===== config.mk =====
export PLATFORM = sky130hd
export DESIGN_NAME = legv8_instr_encoder
export DESIGN_NICKNAME = d
export VERILOG_FILES = /design/src/rtl/legv8_instr_encoder.sv
export SDC_FILE = /design/constraint.sdc
export NUM_CORES = 1
export LEC_CHECK = 0
export CORE_MARGIN = 2
export CORE_UTILIZATION = 40
export DETAILED_ROUTE_END_ITERATION = 8
export GPL_ROUTABILITY_DRIVEN = 1
export GPL_TIMING_DRIVEN = 0
export PLACE_DENSITY_LB_ADDON = 0.08
export SYNTH_ARGS = -nofsm -noshare
export SYNTH_HDL_FRONTEND = slang
export SYNTH_SLANG_ARGS = --single-unit
export TNS_END_PERCENT = 5

===== constraint.sdc =====
create_clock -name clk -period 5.4 [get_ports clk]
set_input_delay 1.35 -clock clk [delete_from_list [all_inputs] [get_ports clk]]
set_output_delay 1.35 -clock clk [all_outputs]
set_load 0.02 [all_outputs]

===== src/rtl/legv8_instr_encoder.sv =====
// LEGv8 instruction encoder: packs symbolic instructions into 32-bit machine words
// and writes them to consecutive imem word addresses starting at 0.
module legv8_instr_encoder #(
  parameter int ADDR_W = 6
) (
  input  logic              clk,
  input  logic              reset,
  input  logic              clear,
  input  logic              in_valid,
  output logic              in_ready,
  input  logic [2:0]        in_kind,
  input  logic [4:0]        in_rd,
  input  logic [4:0]        in_rn,
  input  logic [4:0]        in_rm,
  input  logic [18:0]       in_imm,
  input  logic              in_last,
  output logic              imem_we,
  output logic [ADDR_W-1:0] imem_addr,
  output logic [31:0]       imem_wdata,
  output logic [ADDR_W:0]   count,
  output logic              done,
  output logic              err
);

  // state | meaning
  // IDLE  | waiting for an instruction handshake
  // WR    | strobing the registered word into imem
  // DONE  | last instruction written, sticky until clear/reset
  // ERR   | illegal immediate or overflow, sticky until clear/reset
  typedef enum logic [1:0] {S_IDLE, S_WR, S_DONE, S_ERR} state_t;

  localparam logic [2:0] K_LDUR = 3'd0;
  localparam logic [2:0] K_STUR = 3'd1;
  localparam logic [2:0] K_CBZ  = 3'd2;
  localparam logic [2:0] K_ADD  = 3'd3;
  localparam logic [2:0] K_ADDI = 3'd4;
  localparam logic [2:0] K_SUB  = 3'd5;
  localparam logic [2:0] K_AND  = 3'd6;
  localparam logic [2:0] K_ORR  = 3'd7;

  localparam logic [ADDR_W:0] FULL = (ADDR_W+1)'(2**ADDR_W);

  state_t      state, state_nxt;
  logic        last_q;
  logic [31:0] word;
  logic        legal;
  logic        accept;
  logic        go_wr;

  always_comb begin
    word  = 32'h0;
    legal = 1'b1;
    case (in_kind)
      K_LDUR: begin
        word  = {11'b11111000010, in_imm[8:0], 2'b00, in_rn, in_rd};
        legal = (&in_imm[18:8]) || !(|in_imm[18:8]);
      end
      K_STUR: begin
        word  = {11'b11111000000, in_imm[8:0], 2'b00, in_rn, in_rd};
        legal = (&in_imm[18:8]) || !(|in_imm[18:8]);
      end
      K_CBZ:  word = {8'b10110100, in_imm, in_rd};
      K_ADD:  word = {11'b10001011000, in_rm, 6'b000000, in_rn, in_rd};
      K_ADDI: begin
        word  = {10'b1001000100, in_imm[11:0], in_rn, in_rd};
        legal = !(|in_imm[18:12]);
      end
      K_SUB:  word = {11'b11001011000, in_rm, 6'b000000, in_rn, in_rd};
      K_AND:  word = {11'b10001010000, in_rm, 6'b000000, in_rn, in_rd};
      K_ORR:  word = {11'b10101010000, in_rm, 6'b000000, in_rn, in_rd};
      default: begin
        word  = 32'h0;
        legal = 1'b0;
      end
    endcase
  end

  assign in_ready  = (state == S_IDLE);
  assign imem_we   = (state == S_WR);
  assign done      = (state == S_DONE);
  assign err       = (state == S_ERR);
  assign imem_addr = count[ADDR_W-1:0];

  // clear wins over a simultaneous handshake
  assign accept = in_valid && in_ready && !clear;
  assign go_wr  = accept && legal && (count != FULL);

  always_comb begin
    state_nxt = state;
    case (state)
      S_IDLE: if (accept) state_nxt = go_wr ? S_WR : S_ERR;
      S_WR:   state_nxt = last_q ? S_DONE : S_IDLE;
      S_DONE: state_nxt = S_DONE;
      S_ERR:  state_nxt = S_ERR;
      default: state_nxt = S_IDLE;
    endcase
    if (clear) state_nxt = S_IDLE;
  end

  always_ff @(posedge clk) begin
    if (reset) begin
      state      <= S_IDLE;
      count      <= '0;
      imem_wdata <= 32'h0;
      last_q     <= 1'b0;
    end else begin
      state <= state_nxt;
      if (clear)
        count <= '0;
      else if (state == S_WR)
        count <= count + 1'b1;
      if (go_wr) begin
        imem_wdata <= word;
        last_q     <= in_last;
      end
    end
  end

endmodule


# ---- Word level (Yosys, flattened, before mapping)
# Cells that the tools add are included.
dict set report totals {
  register_bits 42
  out_inout_bits 49
}
dict set report op_classes {
  add_sub_neg 1
  reduce_logical 15
  mux 6
  eq_ne 12
}
# operator count
set ops {}
lappend ops {{one-hot mux 32 bit (8 select lines)} 1}
lappend ops {{equality test 3 bit (second input constant)} 4}
lappend ops {{AND reduction 11 bit} 1}
lappend ops {{OR reduction 11 bit} 1}
lappend ops {{one-hot mux 2 bit (4 select lines)} 1}
lappend ops {{adder 7 x 1 -> 7 bit (second input constant)} 1}
lappend ops {{!= test 7 bit (second input constant)} 1}
lappend ops {{OR reduction 7 bit} 1}
lappend ops {{equality test 3 x 2 -> 1 bit (second input constant)} 2}
lappend ops {{2-to-1 mux 2 bit} 3}
lappend ops {{equality test 2 bit (second input constant)} 2}
lappend ops {{logical AND 1 bit} 4}
lappend ops {{OR reduction 2 bit} 2}
lappend ops {{equality test 3 x 1 -> 1 bit (second input constant)} 1}
lappend ops {{logical NOT 1 bit} 3}
lappend ops {{logical NOT 3 bit} 1}
lappend ops {{equality test 2 x 1 -> 1 bit (second input constant)} 1}
lappend ops {{logical NOT 2 bit} 1}
lappend ops {{!= test 2 x 1 -> 1 bit (second input constant)} 1}
lappend ops {{one-hot mux 1 bit (2 select lines)} 1}
lappend ops {{logical OR 1 bit} 1}

# ---- Depth between registers and ports, before layout
dict set report depth {
  word_depth 9
  ltp_mapped 8
  depth_no_buf 7
}

# ---- Least setup slack after synthesis
# OpenSTA, ideal clock, no wires.
dict set report synth_timing {
  path_kind {in2reg}
  start {input in_kind[2]}
  end {register imem_wdata[21]}
  t_arrival_ns 2.616
  t_required_ns 5.279
  slack_ns 2.663
  setup_time_ns 0.121
  stages 6
  cell_sequence {nand4b_1 -> or3_1 -> and3_1 -> buf_6 -> nor2_8 -> mux2_4}
}
dict set report synth_via {
  elab_chain_cells 5
  word_cells_on_any_way 13
  cone_classes {7 x eq/ne; 2 x mux; 4 x reduce/logical}
}
# item line_no
set synth_rtl {}
lappend synth_rtl {{start: declaration} 11} ;# input logic [2:0] in_kind,
lappend synth_rtl {{equality test 3 x 1 -> 1 bit / logical NOT 3 bit (equally long branches)} 53} ;# case (in_kind)
lappend synth_rtl {{OR reduction 2 bit (no source line)} n/a}
lappend synth_rtl {{one-hot mux 1 bit (2 select lines)} 53}
lappend synth_rtl {{logical AND 1 bit (2 in a row)} 86} ;# assign go_wr = accept && legal && (count != FULL);
lappend synth_rtl {{end signal: assignment} 113} ;# imem_wdata <= word;
lappend synth_rtl {{end: declaration} 19} ;# output logic [31:0] imem_wdata,
# Parallel ways exist; a longest one is shown, timed or not. The select of a mux whose other input is x is not followed.
# A chain may end at the register's enable or synchronous reset.

# ---- Worst setup path after layout
dict set report layout_timing {
  start {input in_imm[8]}
  end {register imem_wdata[21]}
}
dict set report layout_via {
  elab_chain_cells 6
  word_cells_on_any_way 7
  cone_classes {1 x mux; 6 x reduce/logical}
}
# item line_no
set layout_rtl {}
lappend layout_rtl {{start: declaration} 15} ;# input logic [18:0] in_imm,
lappend layout_rtl {{OR reduction 11 bit} {56, 60}}
lappend layout_rtl {{logical NOT 1 bit} {56, 60}}
lappend layout_rtl {{logical OR 1 bit *} {56, 60}}
lappend layout_rtl {{one-hot mux 1 bit (2 select lines) *} 53}
lappend layout_rtl {{logical AND 1 bit * (2 in a row)} 86}
# Mark *: on every way between the ends. The rest lies on a longest branch, timed or not.

==> impl_results.md <==
- Status: complete, no violations
- Post-CTS Resized: 0
- Clock Path Buffers: 2
- Vias in the first global route: 2169
- Worst Path Arrival: 3.27 ns
- First-pass GRT wire length: 10700 µm
- Fmax: 0.324 GHz
- Most frequent cells in the layout: clkdlybuf4s50_1 (89), dfxtp_1 (42), a21oi_1 (39)
- Crit-path max FO: 10
- Worst path buffer plus inverter count: 2
- Xor/xnor cell area share of the yosys netlist: 1.93%
- R2R Setup Slk: 3.23 ns
- Main area contributors after synthesis: dfxtp_1 (37%), a21oi_1 (8.6%), a211oi_1 (4.0%), o21ai_0 (3.7%), ha_1 (3.3%)
- CORE AREA: 0.00551 mm²
- Detailed Routing Iterations Pass 1: 4
- Depth of the worst register-to-register path: 7
- Final nets: 409
- CP max stage cell: clkdlybuf4s50_1
- Clock Latency Late Sink: 0.29 ns
- GRT Resource Usage Total: 21.6%
- DP Worst Slack: 2.00 ns
- GP Congestion: 0.944
- RR Startpoint: state[0]
- Count of hold-fix buffers inserted at cts: 0
- Ys async rst share: 0%
- Worst reg2reg endpoint: imem_wdata[13]
- Number of synthesized flops with an enable pin: 0
- Minimum clock period: 3.09 ns
- HPWL Detailed: 5210 µm
- Chip width: 79.4 µm
- Maxcap violations: 0
- Syn_nets: 313
- Antenna-violating nets left: 0
- Most common flop cell mapped by yosys: dfxtp_1
- IO Pins: 91
- Mux contribution to synthesized area: 3.30%
- Min-delay src: imem_wdata[10]
- Clock transition at the registers of the reported paths: 0.08 ns
- Cell taking the most area after synthesis: dfxtp_1
- #FFs+latches synth: 42
- Largest net degree at the start of global routing: 14
- Area growth from synthesis to layout: 47.3%
- CTS Root Cell: clkbuf_8
- HP Class: register to register
- Fin cells: 434
- Mapped Area: 0.00227 mm²
- Post-CTS setup buffer count: 0
- P per Cell Area: 214 mW/mm²
- TritonCTS clock tree: built
- Detailed Route WL: 6580 µm
- Die Y: 79.4 µm
- DRC errors left: 0
- CTS H-tree depth: 2
- Seq/Total Area, Yosys: 37.0%
- TritonCTS buffer count: 5
- Final TNS setup: 0 ns
- Wire length per cell: 15.2 µm
- 1st-iter DRT viols: 123
- Register area: 841 µm²
- Maximum vdd drop: 0.000104 V
- Complex-gate fraction of the synthesized area: 29.8%
- Worst Tran Pin Value: 0.591 ns
- DR vias/cell: 5.40
- Required @ worst endpoint: 5.58 ns
- Ys Warns: 0
- Relative slew margins: 60.5%
- Synth Area in Adders: 3.30%
- Syn_area_per_cell: 8.58 µm²
- Main combinational cell family by area after synthesis: compound AO/OA/AOI/OAI gates
- Type of origin of the critical path: input pin
- Simple-Gate Fraction of Synth Area: 15.6%
- Cells after Synth: 265
- Netlist cell types: 46
- Clock sink total: 42
- Ant. Diodes: 0
- GRT overflow: 0
- Area of the multi-input gates: 0.00122 mm²
- Post-Route Utilization: 60.8%
- Port Buffer Count: 89
- Die area: 0.00631 mm²
- Cells after DPL: 426
- Rows: 27
- Most common cell after layout, fill and taps aside: clkdlybuf4s50_1
- Critical-path cell list: clkdlybuf4s50_1 -> nand4b_1 -> or3_1 -> and3_1 -> buf_6 -> nor2_8 -> mux2_4
- Synth top area share: 37.0%
- Slew Viols, Final: 0
- Hold path endpoint: imem_wdata[10]
- CP Capture Type: register
- Initial antenna violation count: 0
- Critical Path Start: in_imm[8]
- P_leak: 0.00124 µW
- Critical path's top delay family: simple AND/OR/NAND/NOR gates
- Final setup violation count: 0
- RSZ-0062 raised after global routing: false
- Filler instances: 505
- Crit path largest cell delay: 0.57 ns
- Initial core utilization: 41.3%
- Clock skew: 0.00773 ns
- PnR worst setup slack: 2.31 ns
- Layout cells sized above 1: 8.84%
- Via Count: 2345
- Hold-critical path depth: 2
- Final period util: 57.2%
- Final hold vios: 0
- Crit path kind: input pin to register
[logic make-up (layout without fill, tap and decap cells)]
group                      after synthesis  in the layout
xor gates and xnor gates                 5              5
AOI/OAI and AO/OA                      101            101
muxes                                    7              7
and+or+nand+nor                         67             67
DFF                                     42             42
buffers and inverters                   37            134
adders and majority gates                6              6
[Yosys cell counts, drive strengths merged, types with 5 or more instances]
library cell  count
o21ai            17
clkbuf            8
mux2i             6
nand2             9
nand4             5
dfxtp            42
ha                6
nor2b             9
nor2             17
a21oi            39
a21o              5
a211oi           12
buf              20
nand3            12
inv               9
[layout make-up]
| cell class | count | area share, % |
|---|---|---|
| Inverter | 9 | 1.01 |
| Tap cell | 72 | 2.69 |
| Timing Repair Buffer | 89 | 26.6 |
| Clock buffer | 6 | 2.46 |
| Multi-Input combinational cell | 186 | 36.6 |
| Buffer | 28 | 5.23 |
| Sequential cell | 42 | 25.1 |
| Clock inverter | 2 | 0.373 |
[per-layer routing]
metal	vias up	wire [µm]	part of all wire [%]	GRT usage (%)
li1	1166	-	-	-
met1	1090	3120	47	29.9
met2	80	3010	46	34.7
met3	9	362	5.5	3.85
met4	0	86	1.3	6.03
met5	-	0	0	0
[worst reg2reg max path, delay by kind of cell (launching register included)]
kind	cells	cell delay, ns
buffers and inverters	2	0.51
and+or+nand+nor	1	0.25
DFF	1	0.35
adders and majority gates	1	0.27
AOI/OAI and AO/OA	3	0.71
[metrics by stage]
step / hold slack (ns) / area [µm²] / total power, µW
2_1_floorplan: 0.454 / 2270 / 431
3_3_place_gp: 0.446 / 3260 / 514
3_5_place_dp: 0.454 / 3260 / 514
4_1_cts: 0.465 / 3350 / 724
5_1_grt: 0.502 / 3350 / 755
6_report: 0.459 / 3350 / 719
[where the power goes]
part,total (µW),internal [µW],switching [µW]
Clock,212,103,109
Combinational,177,86.2,90.6
Sequential,330,323,7.15
[registers in the layout (all words and copies together), names as in the netlist]
register,cells
count,7
state,2
imem_wdata,32
last_q,1
[worst max-delay path by stage]
stage	endpoint	slack [ns]	depth (start not counted)
global placement	imem_wdata[21]	1.98	7
global route	imem_wdata[13]	2.23	6
finish	imem_wdata[21]	2.31	7
CTS	imem_wdata[21]	2.32	7
detailed placement	imem_wdata[21]	2.00	7
floorplan	imem_wdata[21]	2.66	6
(Power assumes the default switching activity.)
